===== config.mk =====
export PLATFORM = sky130hd
export DESIGN_NAME = ram_access_ctrl
export DESIGN_NICKNAME = d
export VERILOG_FILES = /design/src/rtl/ram_pkg.sv /design/src/rtl/ram_access_ctrl.sv
export SDC_FILE = /design/constraint.sdc
export NUM_CORES = 1
export LEC_CHECK = 0
export ABC_CLOCK_PERIOD_IN_PS = 4000
export BUFFER_PORTS_ARGS = -buffer_cell sky130_fd_sc_hd__buf_2
export CAP_MARGIN = 0
export CELL_PAD_IN_SITES_DETAIL_PLACEMENT = 1
export CELL_PAD_IN_SITES_GLOBAL_PLACEMENT = 2
export CORE_ASPECT_RATIO = 1.2
export CORE_MARGIN = 1
export CORE_UTILIZATION = 33
export CTS_BUF_LIST = sky130_fd_sc_hd__clkbuf_8
export CTS_CLUSTER_DIAMETER = 120
export DETAILED_ROUTE_END_ITERATION = 8
export HOLD_SLACK_MARGIN = 0.15
export PLACE_DENSITY = 0.9
export SKIP_LAST_GASP = 1
export SLEW_MARGIN = 20
export SYNTH_ARGS = -nofsm -noshare
export SYNTH_HDL_FRONTEND = slang
export SYNTH_SLANG_ARGS = --single-unit
export TNS_END_PERCENT = 10

===== constraint.sdc =====
create_clock -name clk -period 4 [get_ports clk]
set_input_delay 0.4 -clock clk [delete_from_list [all_inputs] [get_ports clk]]
set_output_delay 0.4 -clock clk [all_outputs]
set_load 0.02 [all_outputs]

===== src/rtl/ram_pkg.sv =====
// Shared types and default geometry for the single-port RAM request controller.
package ram_pkg;

  localparam int unsigned RAM_AW    = 10;
  localparam int unsigned RAM_DW    = 8;
  localparam int unsigned RAM_DEPTH = 1024;

  typedef enum logic [2:0] {
    IDLE,
    WRITE,
    READ,
    RCAP,
    RESP,
    FILL
  } ram_ctrl_state_t;

endpackage


===== src/rtl/ram_access_ctrl.sv =====
// Request-side controller for a 1-cycle-latency synchronous single-port RAM:
// single read/write requests with a response handshake, plus a bulk fill.
module ram_access_ctrl
  import ram_pkg::*;
#(
  parameter int unsigned AW    = RAM_AW,
  parameter int unsigned DW    = RAM_DW,
  parameter int unsigned DEPTH = RAM_DEPTH
) (
  input  logic          clk,
  input  logic          rst,
  input  logic          req_valid,
  output logic          req_ready,
  input  logic          req_we,
  input  logic [AW-1:0] req_addr,
  input  logic [DW-1:0] req_wdata,
  output logic          rsp_valid,
  input  logic          rsp_ready,
  output logic [DW-1:0] rsp_rdata,
  input  logic          fill_start,
  input  logic [DW-1:0] fill_value,
  output logic          fill_done,
  output logic          busy,
  output logic          ram_cs,
  output logic          ram_mode,
  output logic          ram_bi_en,
  output logic [AW-1:0] ram_addr,
  output logic [DW-1:0] ram_wdata,
  input  logic [DW-1:0] ram_rdata
);

  // One extra bit so the terminal compare against DEPTH-1 never wraps.
  localparam int unsigned CW = AW + 1;

  ram_ctrl_state_t state_q, next_state;

  logic          rdy_q;
  logic [AW-1:0] addr_q;
  logic [DW-1:0] wdata_q;
  logic [DW-1:0] fill_q;
  logic [CW-1:0] cnt_q;
  logic          fill_last;
  logic          accept;
  logic          fill_go;

  assign fill_last = (cnt_q == CW'(DEPTH - 1));

  // State register.
  always_ff @(posedge clk) begin
    if (!rst) begin
      state_q <= IDLE;
    end else begin
      state_q <= next_state;
    end
  end

  // Next-state and RAM-side decode.
  always_comb begin
    next_state = state_q;
    accept     = 1'b0;
    fill_go    = 1'b0;
    ram_cs     = 1'b0;
    ram_mode   = 1'b0;
    ram_addr   = '0;
    ram_wdata  = '0;
    case (state_q)
      IDLE: begin
        if (fill_start) begin
          fill_go    = 1'b1;
          next_state = FILL;
        end else if (req_valid && rdy_q) begin
          accept     = 1'b1;
          next_state = req_we ? WRITE : READ;
        end
      end
      WRITE: begin
        ram_cs     = 1'b1;
        ram_mode   = 1'b1;
        ram_addr   = addr_q;
        ram_wdata  = wdata_q;
        next_state = IDLE;
      end
      READ: begin
        ram_cs     = 1'b1;
        ram_addr   = addr_q;
        next_state = RCAP;
      end
      RCAP: begin
        // Keep the read asserted so the RAM output is still valid at capture.
        ram_cs     = 1'b1;
        ram_addr   = addr_q;
        next_state = RESP;
      end
      RESP: begin
        if (rsp_ready) begin
          next_state = IDLE;
        end
      end
      FILL: begin
        ram_cs    = 1'b1;
        ram_mode  = 1'b1;
        ram_addr  = cnt_q[AW-1:0];
        ram_wdata = fill_q;
        if (fill_last) begin
          next_state = IDLE;
        end
      end
      default: next_state = IDLE;
    endcase
  end

  // Request/fill latches, fill counter, response data and status flags.
  always_ff @(posedge clk) begin
    if (!rst) begin
      rdy_q     <= 1'b0;
      addr_q    <= '0;
      wdata_q   <= '0;
      fill_q    <= '0;
      cnt_q     <= '0;
      rsp_rdata <= '0;
      fill_done <= 1'b0;
    end else begin
      rdy_q     <= (next_state == IDLE);
      fill_done <= (state_q == FILL) && fill_last;
      if (accept) begin
        addr_q  <= req_addr;
        wdata_q <= req_wdata;
      end
      if (fill_go) begin
        fill_q <= fill_value;
        cnt_q  <= '0;
      end else if (state_q == FILL) begin
        cnt_q <= cnt_q + CW'(1);
      end
      if (state_q == RCAP) begin
        rsp_rdata <= ram_rdata;
      end
    end
  end

  // A coincident fill_start withdraws ready so no request is taken that cycle.
  assign req_ready = rdy_q & ~fill_start;
  assign rsp_valid = (state_q == RESP);
  assign busy      = (state_q != IDLE);
  assign ram_bi_en = ram_mode;

endmodule

==> run_results.csv <==
group,metric,value,unit
critical_path,cp-end-kind,"output port",
synth,synth_common_cells,"nand2_1 (64), dfxtp_1 (50), nor2_1 (23)",
synth,ys_ff_latch,50,
synth,synth_top_area_share,42.6,%
placement,finalWeightedCongestion,0.802,
floorplanning,start_util,34.3,%
grt,grt_util_all_layers,16.4,%
synth,synth_ff_type,"dfxtp_1",
cells_and_area,final_cells,411,
synth,synth_area_leaders,"dfxtp_1 (43%), nand2_1 (10%), mux2i_1 (6.8%)",
pwr,p_per_area,334,nW/um^2
synth,synth_cells,263,
run_status,status,"complete, no violations",
floorplanning,die_h,94.5,um
worst_hold_path,hold_class,"in -> reg",
route,wirelength,5830,um
critical_path,rr_startpoint,"state_q[2]",
route,dr.pass1.iters,4,
floorplanning,die_area,7470,um^2
route,dr_total_vias,1963,
job,drv_cap,0,
synth,synth_most_common_cell,"nand2_1",
cells_and_area,fin_nets,365,
sta,clock_skew,2.27,ps
synth,synth_largest_area_cell,"dfxtp_1",
pwr,peakVddDrop,0.129,mV
sta,fin_crit,2570,ps
clock_tree,htree_levels,2,
clock_tree,cts_resized,0,
synth,yosys_warnings,0,
critical_path,timing.rr.end,"state_q[2]",
cells_and_area,n_fill_cell,873,
synth,avgSynthCellArea,8.94,um^2
floorplanning,row_count,33,
critical_path,crit_path_end,"ram_addr[0]",
route,wl_per_cell,14.2,um
grt,grt_max_degree,40,
route,ant_nets,0,
grt,antenna_found_initial,0,
sta,rsz0062_at_grt,"false",
critical_path,arrival,2170,ps
route,route.detailed.drc,0,
placement,placedCellCount,404,
placement,portBuffers,72,
synth,synth_cell_types,42,
critical_path,worst-r2r-setup-slack,1960,ps
synth,async_reset_ff_share,0,%
grt,grt_pass1_wl,9290,um
clock_tree,cts_buffer_depth,2,
grt,grt_pass1_vias,1954,
clock_tree,post_cts_buffers,0,
clock_tree,postCtsHoldBufs,0,
clock_tree,numCtsBuffers,5,
critical_path,crit_type,"reg -> out",
sta,setup_tns,0,ps
cells_and_area,multi_input_area,1210,um^2
sta,slew_headroom,41.8,%
cells_and_area,seq_area,1000,um^2
pwr,p_leak,1.21,nW
sta,setup_viol,0,
critical_path,required,3600,ps
critical_path,start_kind,"register",
synth,syn_area,2350,um^2
critical_path,reg2reg_depth,3,
floorplanning,ios,73,
cells_and_area,antennaDiodeCount,0,
sta,fmax,390,MHz
clock_tree,cts_sinks,50,
sta,slew_viol_final,0,
critical_path,path_max_fanout,18,
clock_tree,clkTransAtPathRegs,90,ps
grt,grt_overflow_total,0,
route,routed_via_density,4.78,
placement,hpwl,4410,um
floorplanning,core,6850,um^2
synth,yosysSeqAreaShare,42.6,%
synth,synth.net_count,304,
sta,fin_crit_sh,64.2,%
clock_tree,cts_tree,"done",
route,first_iter_violations,22,
cells_and_area,layout-area-overhead-vs-synth,17.9,%
cells_and_area,drive_above_1_share,29.9,%
synth,synth_edf_count,0,
sta,hold_viol,0,
clock_tree,clock_latency,300,ps
sta,tightest_slew,871,ps
critical_path,crit_start,"state_q[2]",
clock_tree,cts_root_buffer,"clkbuf_8",
floorplanning,die_w,79.1,um
[cells in the final DEF (no fill, tap or decap), drive strengths merged]
master and instances:
dfxtp 50, nand4b 1, o21ai 2, nand4 6, a21boi 26, and2b 1, clkinv 2, nor4 2
and3b 1, nand2b 2, nor2b 8, and4bb 1, clkbuf 5, nand2 65, nor2 24, xnor2 7
o31a 1, nand3 1, a311oi 1, a22o 9, ha 1, buf 72, a21oi 2, inv 3
xor2 3, mux2i 16, nand3b 1, o32ai 1, and4 1, nor3 5, and3 1, and2 3
[critical path: stages, from the launching register on]
cell     delay, ps
dfxtp_1        900
and3b_1        570
a22o_1         230
buf_2          160
[cell type report]
cell class	count	share of cell area, %
multi-input combinational	192	43.7
sequential	50	36.1
timing repair buffer	72	13.0
tap	87	3.93
clock buffer	5	2.48
inverter	3	0.406
clock inverter	2	0.361
[cells by family after synthesis]
kind of cell    after synthesis  synth area share (%)
fa+ha+maj                     1                 0.532
compound gates               42                  15.2
flops                        50                  42.6
buf+inv                      21                  5.85
simple gates                123                  25.3
xor+xnor                     10                  3.73
mux                          16                  6.81
[through the flow]
stage	cell area, um^2	power [mW]	setup slack [ps]	utilization [%]	hold slack [ps]
after detailed placement	2690	0.656	1750	39.3	462
after global routing	2770	0.970	1260	40.5	327
after floorplan	2350	0.618	2380	-	443
after global placement	2690	0.653	1780	39.3	457
after CTS	2770	0.938	1410	40.5	324
final	2770	0.925	1430	40.5	334
[worst min path at each step]
stage                             to  slack (ps)        start  cells past startpoint
after floorplan           wdata_q[0]         440   wdata_q[0]                      2
after global placement    wdata_q[1]         460   wdata_q[1]                      2
after detailed placement   fill_q[7]         460    fill_q[7]                      2
after CTS                  addr_q[6]         320  req_addr[6]                      3
after global routing       addr_q[9]         330  req_addr[9]                      3
final                      addr_q[6]         330  req_addr[6]                      3
[sequential cells by signal, summed over array words and instances, names as in the netlist]
name	count
rsp_rdata	8
addr_q	10
rdy_q	1
cnt_q	11
fill_q	8
fill_done	1
state_q	3
wdata_q	8
[where the power goes]
part | leakage (nW) | internal (mW) | switching [mW]
Clock | 0.0438 | 0.118 | 0.166
Sequential | 0.405 | 0.511 | 0.0188
Combinational | 0.758 | 0.0473 | 0.0640
Total | 1.21 | 0.677 | 0.249
[routing by layer]
metal	global-route usage [%]	up-vias	share of wire, %
li1	-	1003	-
met1	18.9	912	43
met2	29.8	41	52
met3	3.19	7	3.8
met4	5.91	0	1.4
met5	0	-	0
Note: power is estimated with default switching activity, not from simulation.
